[src/rtl/vga_card_mover.sv]
// vga_card_mover: slides one card sprite from a start to a target position,
// one step per frame, updating the sprite core's x0/y0 registers at the start
// of vertical blank. Processor slot traffic always wins the shared slot bus.
module vga_card_mover #(
  parameter int          VBLANK_Y   = 480,
  parameter logic [13:0] REG_X0     = 14'h2001,
  parameter logic [13:0] REG_Y0     = 14'h2002,
  parameter logic [13:0] REG_BYPASS = 14'h2000
) (
  input  logic        clk,
  input  logic        reset,
  input  logic [10:0] x,
  input  logic [10:0] y,
  input  logic        cmd_valid,
  output logic        cmd_ready,
  input  logic [10:0] cmd_x0,
  input  logic [10:0] cmd_y0,
  input  logic [10:0] cmd_x1,
  input  logic [10:0] cmd_y1,
  input  logic [3:0]  cmd_step,
  input  logic        cmd_hide,
  output logic        busy,
  output logic        done,
  input  logic        p_cs,
  input  logic        p_write,
  input  logic [13:0] p_addr,
  input  logic [31:0] p_wr_data,
  output logic        s_cs,
  output logic        s_write,
  output logic [13:0] s_addr,
  output logic [31:0] s_wr_data
);

  localparam logic [10:0] VB_LINE = 11'(VBLANK_Y);

  typedef enum logic [3:0] {
    IDLE, WR_SX, WR_SY, WR_SHOW, WAIT_VB, STEP, WR_X, WR_Y, WR_HIDE, FIN
  } state_t;

  state_t      state, state_nx;
  logic [10:0] cur_x, cur_y, tgt_x, tgt_y, step;
  logic        hide;
  logic        vb, vb_d, tick;
  logic        mv_wr, issued, arrived;
  logic [13:0] mv_addr;
  logic [31:0] mv_data;

  // Moves one axis toward its target by at most stp, landing exactly on it.
  function automatic logic [10:0] approach(input logic [10:0] cur,
                                           input logic [10:0] tgt,
                                           input logic [10:0] stp);
    logic [10:0] res;
    if (tgt >= cur) res = ((tgt - cur) <= stp) ? tgt : cur + stp;
    else            res = ((cur - tgt) <= stp) ? tgt : cur - stp;
    return res;
  endfunction

  assign vb      = (y == VB_LINE) && (x == 11'd0);
  assign tick    = vb & ~vb_d;
  assign arrived = (cur_x == tgt_x) && (cur_y == tgt_y);
  assign issued  = mv_wr & ~p_cs;

  assign cmd_ready = (state == IDLE);
  assign busy      = (state != IDLE);
  assign done      = (state == FIN);

  // State register; reset aborts any move immediately.
  always_ff @(posedge clk or posedge reset) begin
    if (reset) state <= IDLE;
    else       state <= state_nx;
  end

  // Next-state logic; write states only advance once their write is issued.
  always_comb begin
    state_nx = state;
    case (state)
      IDLE:    if (cmd_valid) state_nx = WR_SX;
      WR_SX:   if (issued) state_nx = WR_SY;
      WR_SY:   if (issued) state_nx = WR_SHOW;
      WR_SHOW: if (issued) state_nx = WAIT_VB;
      WAIT_VB: if (tick) state_nx = STEP;
      STEP:    state_nx = WR_X;
      WR_X:    if (issued) state_nx = WR_Y;
      WR_Y: begin
        if (issued) begin
          if (!arrived)  state_nx = WAIT_VB;
          else if (hide) state_nx = WR_HIDE;
          else           state_nx = FIN;
        end
      end
      WR_HIDE: if (issued) state_nx = FIN;
      FIN:     state_nx = IDLE;
      default: state_nx = IDLE;
    endcase
  end

  // Command latch, per-frame position update and vblank edge history.
  always_ff @(posedge clk or posedge reset) begin
    if (reset) begin
      cur_x <= '0;
      cur_y <= '0;
      tgt_x <= '0;
      tgt_y <= '0;
      step  <= '0;
      hide  <= 1'b0;
      vb_d  <= 1'b0;
    end else begin
      vb_d <= vb;
      if (state == IDLE && cmd_valid) begin
        cur_x <= cmd_x0;
        cur_y <= cmd_y0;
        tgt_x <= cmd_x1;
        tgt_y <= cmd_y1;
        step  <= (cmd_step == 4'd0) ? 11'd1 : {7'd0, cmd_step};
        hide  <= cmd_hide;
      end else if (state == STEP) begin
        cur_x <= approach(cur_x, tgt_x, step);
        cur_y <= approach(cur_y, tgt_y, step);
      end
    end
  end

  // Register write the mover wants to make in its current state.
  always_comb begin
    mv_wr   = 1'b0;
    mv_addr = REG_X0;
    mv_data = '0;
    case (state)
      WR_SX, WR_X: begin
        mv_wr   = 1'b1;
        mv_addr = REG_X0;
        mv_data = {21'd0, cur_x};
      end
      WR_SY, WR_Y: begin
        mv_wr   = 1'b1;
        mv_addr = REG_Y0;
        mv_data = {21'd0, cur_y};
      end
      WR_SHOW: begin
        mv_wr   = 1'b1;
        mv_addr = REG_BYPASS;
        mv_data = 32'd0;
      end
      WR_HIDE: begin
        mv_wr   = 1'b1;
        mv_addr = REG_BYPASS;
        mv_data = 32'd1;
      end
      default: ;
    endcase
  end

  // Slot bus merge: processor first, then the mover, otherwise an idle bus.
  always_comb begin
    s_cs      = 1'b0;
    s_write   = 1'b0;
    s_addr    = p_addr;
    s_wr_data = p_wr_data;
    if (p_cs) begin
      s_cs    = 1'b1;
      s_write = p_write;
    end else if (mv_wr) begin
      s_cs      = 1'b1;
      s_write   = 1'b1;
      s_addr    = mv_addr;
      s_wr_data = mv_data;
    end
  end

endmodule

[config.mk]
export PLATFORM = sky130hd
export DESIGN_NAME = vga_card_mover
export DESIGN_NICKNAME = d
export VERILOG_FILES = /design/src/rtl/vga_card_mover.sv
export SDC_FILE = /design/constraint.sdc
export NUM_CORES = 1
export LEC_CHECK = 0
export ABC_AREA = 1
export BUFFER_PORTS_ARGS = -buffer_cell sky130_fd_sc_hd__buf_2
export CORE_MARGIN = 5
export CORE_UTILIZATION = 40
export DETAILED_ROUTE_END_ITERATION = 10
export MAX_ROUTING_LAYER = met4
export PLACE_DENSITY_LB_ADDON = 0.25
export SYNTH_ARGS = -nofsm -noshare
export SYNTH_HDL_FRONTEND = slang
export SYNTH_SLANG_ARGS = --single-unit
[constraint.sdc]
create_clock -name clk -period 6.1 [get_ports clk]
set_input_delay 0.305 -clock clk [delete_from_list [all_inputs] [get_ports clk]]
set_output_delay 0.305 -clock clk [all_outputs]
set_load 0.01 [all_outputs]
# [Yosys cells after proc, flatten, opt, wreduce, memory -nomap -nowiden]
# Index checks and enable logic that the tools add are counted.
[classes] n_addsub=8 muxes=32 bitwise=4 n_eq_ne=20 order_cmp=6 reduce_logical=13
[ops] op="11-bit two-way mux" count=10
[ops] op="11-bit subtractor" count=6
[ops] op="32-bit two-way mux" count=2
[ops] op="11-bit <= comparator" count=4
[ops] op="4-bit two-way mux" count=10
[ops] op="4-bit one-hot mux with 9 select lines" count=1
[ops] op="11-bit one-hot mux with 3 select lines" count=1
[ops] op="14-bit two-way mux" count=2
[ops] op="11-bit adder" count=2
[ops] op="11-bit equality test" count=2
[ops] op="11-bit >= comparator" count=2
[ops] op="4-bit by 3-bit equality test with 1-bit output, second input constant" count=4
[ops] op="2-bit != test, second input constant" count=8
[ops] op="11-bit by 9-bit equality test with 1-bit output, second input constant" count=1
[ops] op="11-bit zero test" count=1
[ops] op="4-bit by 2-bit equality test with 1-bit output, second input constant" count=2
[ops] op="4-bit equality test, second input constant" count=2
[ops] op="4-bit zero test" count=2
[ops] op="8-bit AND reduction" count=1
[ops] op="2-bit OR reduction" count=3
[ops] op="6-bit OR reduction" count=1
[ops] op="1-bit two-way mux" count=5
[ops] op="4-bit by 1-bit equality test with 1-bit output, second input constant" count=1
[ops] op="2-bit one-hot mux with 2 select lines" count=1
[ops] op="5 further kinds" count=9
[totals] register_bits=61 out_inout_bits=51 in_bits=122

# [Depth between registers and ports, before layout]
[logic_depth] word_depth=6 depth_mapped=22 mapped_depth_nobuf=22

# [Worst setup path before layout]
# No wires, ideal clock.
[synth_path] path_kind="reg-to-reg" from="register cur_x[0]" to="register cur_x[10]" stages_incl_launch_ff=22 synth_period_minus_slack_ns=2.781 path_slack_ns=3.319 t_arrival_ns=2.664 t_required_ns=5.984 setup_ns=0.116 path_cell_list="dfrtp_1 inv_1 ha_1 inv_1 fa_1 xor2_1 ha_1 a21oi_1 nand2_1 nand2_1 nand2_1 nand2_1 nand2_1 nor2_1 nand3_1 nor2_1 buf_4 nand2_1 nand3_1 nand3_1 nand2_1 nand2_1"
[synth_between] elab_chain_cells=6
[synth_rtl] item="from (decl)" line_no="41" text="logic [10:0] cur_x, cur_y, tgt_x, tgt_y, step;"
[synth_rtl] item="from (signal assigned)" line_no="110" text="cur_x <= cmd_x0;"
[synth_rtl] item="from (signal assigned)" line_no="117" text="cur_x <= approach(cur_x, tgt_x, step);"
[synth_rtl] item="11-bit subtractor, on equally long branches" line_no="54, 53"
[synth_rtl] item="11-bit <= comparator, on equally long branches" line_no="54, 53"
[synth_rtl] item="11-bit two-way mux, on equally long branches" line_no="54, 53"
[synth_rtl] item="11-bit two-way mux (*)" line_no="53" text="if (tgt >= cur) res = ((tgt - cur) <= stp) ? tgt : cur + stp;"
[synth_rtl] item="11-bit two-way mux (*)" line_no="116" text="end else if (state == STEP) begin"
[synth_rtl] item="11-bit two-way mux (*)" line_no="109" text="if (state == IDLE && cmd_valid) begin"
# Mark *: on every way between the ends. The rest lies on a longest branch, timed or not. The select of a mux whose other input is x is not followed.
# A chain may end at the register's enable or synchronous reset.

# [Worst setup path in the final report]
# Ends and elaborated chain as after synthesis.

==> impl_metrics.env <==
export IMPL_hold_viol=0
export IMPL_cts_path_max_buffers=2
export IMPL_yosysMostFrequentCell="nand2_1"
export IMPL_synth_seq_area_share_pct=17.75
export IMPL_n_fill_cell=1982
export IMPL_final_util_pct=46.59
export IMPL_pre_cts_ws_ns=2.019
export IMPL_rsz0062_at_grt="false"
export IMPL_die_y_um=147.9
export IMPL_die_x_um=147.9
export IMPL_diodes=0
export IMPL_tightest_slew_ns=1.067
export IMPL_drc=0
export IMPL_worstSetupStartpoint="cur_x[0]"
export IMPL_netlist_area_um2=7611
export IMPL_syn_avg_cell_area_um2=5.868
export IMPL_path_clk_slew_ns=0.08
export IMPL_final_area_um2=8715
export IMPL_hold_class="input port to register"
export IMPL_area_delta_synth_final_pct=14.50
export IMPL_yosys_warnings=0
export IMPL_cts_resized_gates=0
export IMPL_synthTopCellsByArea="nand2_1 (20%), dfrtp_1 (18%), ha_1 (12%), inv_1 (11%), nand3_1 (8.1%)"
export IMPL_yosysTopAreaCell="nand2_1"
export IMPL_place_congestion=0.9455
export IMPL_async_reset_ff_share_pct=100.0
export IMPL_cts_tree="yes"
export IMPL_synth_edf_count=0
export IMPL_max_cap_violations=0
export IMPL_crit_arrival_ns=4.30
export IMPL_fin_ws_ns=2.009
export IMPL_cpPeakStageDelay_ns=0.75
export IMPL_fin_crit_sh_pct=67.07
export IMPL_fmax_ghz=0.2444
export IMPL_cts_setup_buffers=0
export IMPL_core_area_um2=18710
export IMPL_relSlewSlack_pct=28.71
export IMPL_tns_ns=0
export IMPL_antenna_found_initial=0
export IMPL_start_util_pct=40.69
export IMPL_setup_viol=0
export IMPL_wl_per_cell_um=14.81
export IMPL_cts_hold_buf=0
export IMPL_regToRegStartpoint="cur_x[0]"
export IMPL_status="finished clean"
export IMPL_drt_iter0_drc=578
export IMPL_dieArea_um2=21890
export IMPL_clock_skew_ns=0.008273
export IMPL_vias_per_cell=5.103
export IMPL_overflow=0
export IMPL_yosys_cell_types_count=36
export IMPL_cp_common_cell="nand2_1"
export IMPL_yosysTopAreaCellShare_pct=20.02
export IMPL_crit_slowest_cell="nor2_1"
export IMPL_cp_end_kind="register"
export IMPL_dpl_cell_area_um2=8566
export IMPL_dp_hpwl_um=19970
export IMPL_worstPathMaxFanout=12
export IMPL_dr_pass1_iters=5
export IMPL_worst_setup_path_type="register to register"
export IMPL_start_kind="register"
export IMPL_path_cells="inv_1 > ha_1 > inv_1 > fa_1 > xor2_1 > ha_1 > a21oi_1 > nand2_1 > nand2_1 > nand2_1 > nand2_1 > nand2_1 > nor2_1 > nand3_1 > nor2_1 > nand2_1 > nand3_1 > nand3_1 > nand2_1 > nand2_1"
export IMPL_pin_count=173
export IMPL_vias=8501
export IMPL_synth_nets=1499
export IMPL_min_period_ns=4.091
export IMPL_grt_start_max_net_pins=55
export IMPL_hold_depth=3
export IMPL_r2r_end="cur_x[10]"
export IMPL_cts_root_buf="clkbuf_16"
export IMPL_synthTopCellsByCount="nand2_1 (406), inv_1 (226), nand3_1 (123), nor2_1 (100), o21ai_0 (81)"
export IMPL_holdPathEnd="hide"
export IMPL_slew_violations=0
export IMPL_cts_sinks=54
export IMPL_fin_nets=1633
export IMPL_grt_pass1_vias=7820
export IMPL_h_tree_depth=2
export IMPL_grt_pass1_wl_um=39630
export IMPL_wl_um=24680
export IMPL_final_antenna_net_count=0
export IMPL_hold_path_startpoint="cmd_hide"
export IMPL_drive_gt1_share_pct=14.53
export IMPL_synth_cells=1297
export IMPL_r2r_cells=20
export IMPL_cts_buffers=5
export IMPL_clk_latency_ns=0.32
export IMPL_portBuffers=172
export IMPL_synthFlopType="dfrtp_1"
export IMPL_critical_path_required_ns=6.31
export IMPL_grt_use_total_pct=22.62
export IMPL_r2r_setup_slack_ns=2.01
export IMPL_ys_ff_latch=54
export IMPL_rows=50
==> area by class of cell <==
type | instances | area (um2) | share of cell area (%)
sequential | 54 | 1351 | 15.51
clock buffer | 5 | 125.1 | 1.436
tap | 234 | 292.8 | 3.360
timing repair buffer | 174 | 875.8 | 10.05
inverter | 232 | 870.8 | 9.993
multi-input combinational | 964 | 5175 | 59.38
clock inverter | 3 | 23.77 | 0.2728
==> metal layers <==
metal	track usage (%)	wire, um	part of all wire [%]	up-vias
met5	-	0	0	-
met4	3.788	339	1.4	0
met3	3.801	2120	8.6	31
met1	31.14	11260	46	3765
li1	-	-	-	4337
met2	35.72	10960	44	368
==> through the flow <==
| step | cells | hold slack [ns] |
|---|---|---|
| floorplan | 1297 | 0.4216 |
| finish | 1666 | 0.1840 |
| global route | 1666 | 0.1870 |
| global placement | 1658 | 0.4523 |
| detailed placement | 1658 | 0.4578 |
| CTS | 1666 | 0.1803 |
==> worst max path at each step <==
stage | end | slack (ns) | cells past startpoint
finish | cur_x[10] | 2.01 | 20
global placement | cur_x[3] | 2.03 | 20
global route | s_wr_data[2] | 1.61 | 12
detailed placement | cur_x[3] | 2.02 | 20
floorplan | cur_x[10] | 3.32 | 21
CTS | cur_x[3] | 2.00 | 20
==> cell families after synthesis <==
family	synth area share [%]
AO/OA/AOI/OAI	11.34
XOR/XNOR	4.143
adder cells (fa/ha/maj)	13.94
buffers and inverters	14.42
flip-flops	17.75
AND/OR/NAND/NOR	38.40
==> worst max-delay path, delay by kind of cell (launching register included) <==
kind            cells  cell delay (ns)
simple gates       13             2.01
fa+ha+maj           3             0.93
flops               1             0.48
buf+inv             2             0.21
xor+xnor            1             0.20
compound gates      1             0.15
==> registers in the layout, indices dropped and copies added (netlist names) <==
name   cells
tgt_y     11
step       4
cur_y     11
vb_d       1
cur_x     11
state      4
tgt_x     11
hide       1
==> placed cells by master, fill, tap and decap left out, drive strengths merged, types with 4 or more instances in the layout <==
cell    count
inv       231
ha         72
fa          8
nand3     126
nand2     410
a21oi      36
clkbuf      5
nor3       11
xor2       34
nor4        4
nand4      25
buf       174
nor2      111
dfrtp      54
o21bai      8
o21ai      97
a221oi     11
Power is not shown: default switching activity piles up to over one toggle a cycle in this logic, so the estimate is an artifact.
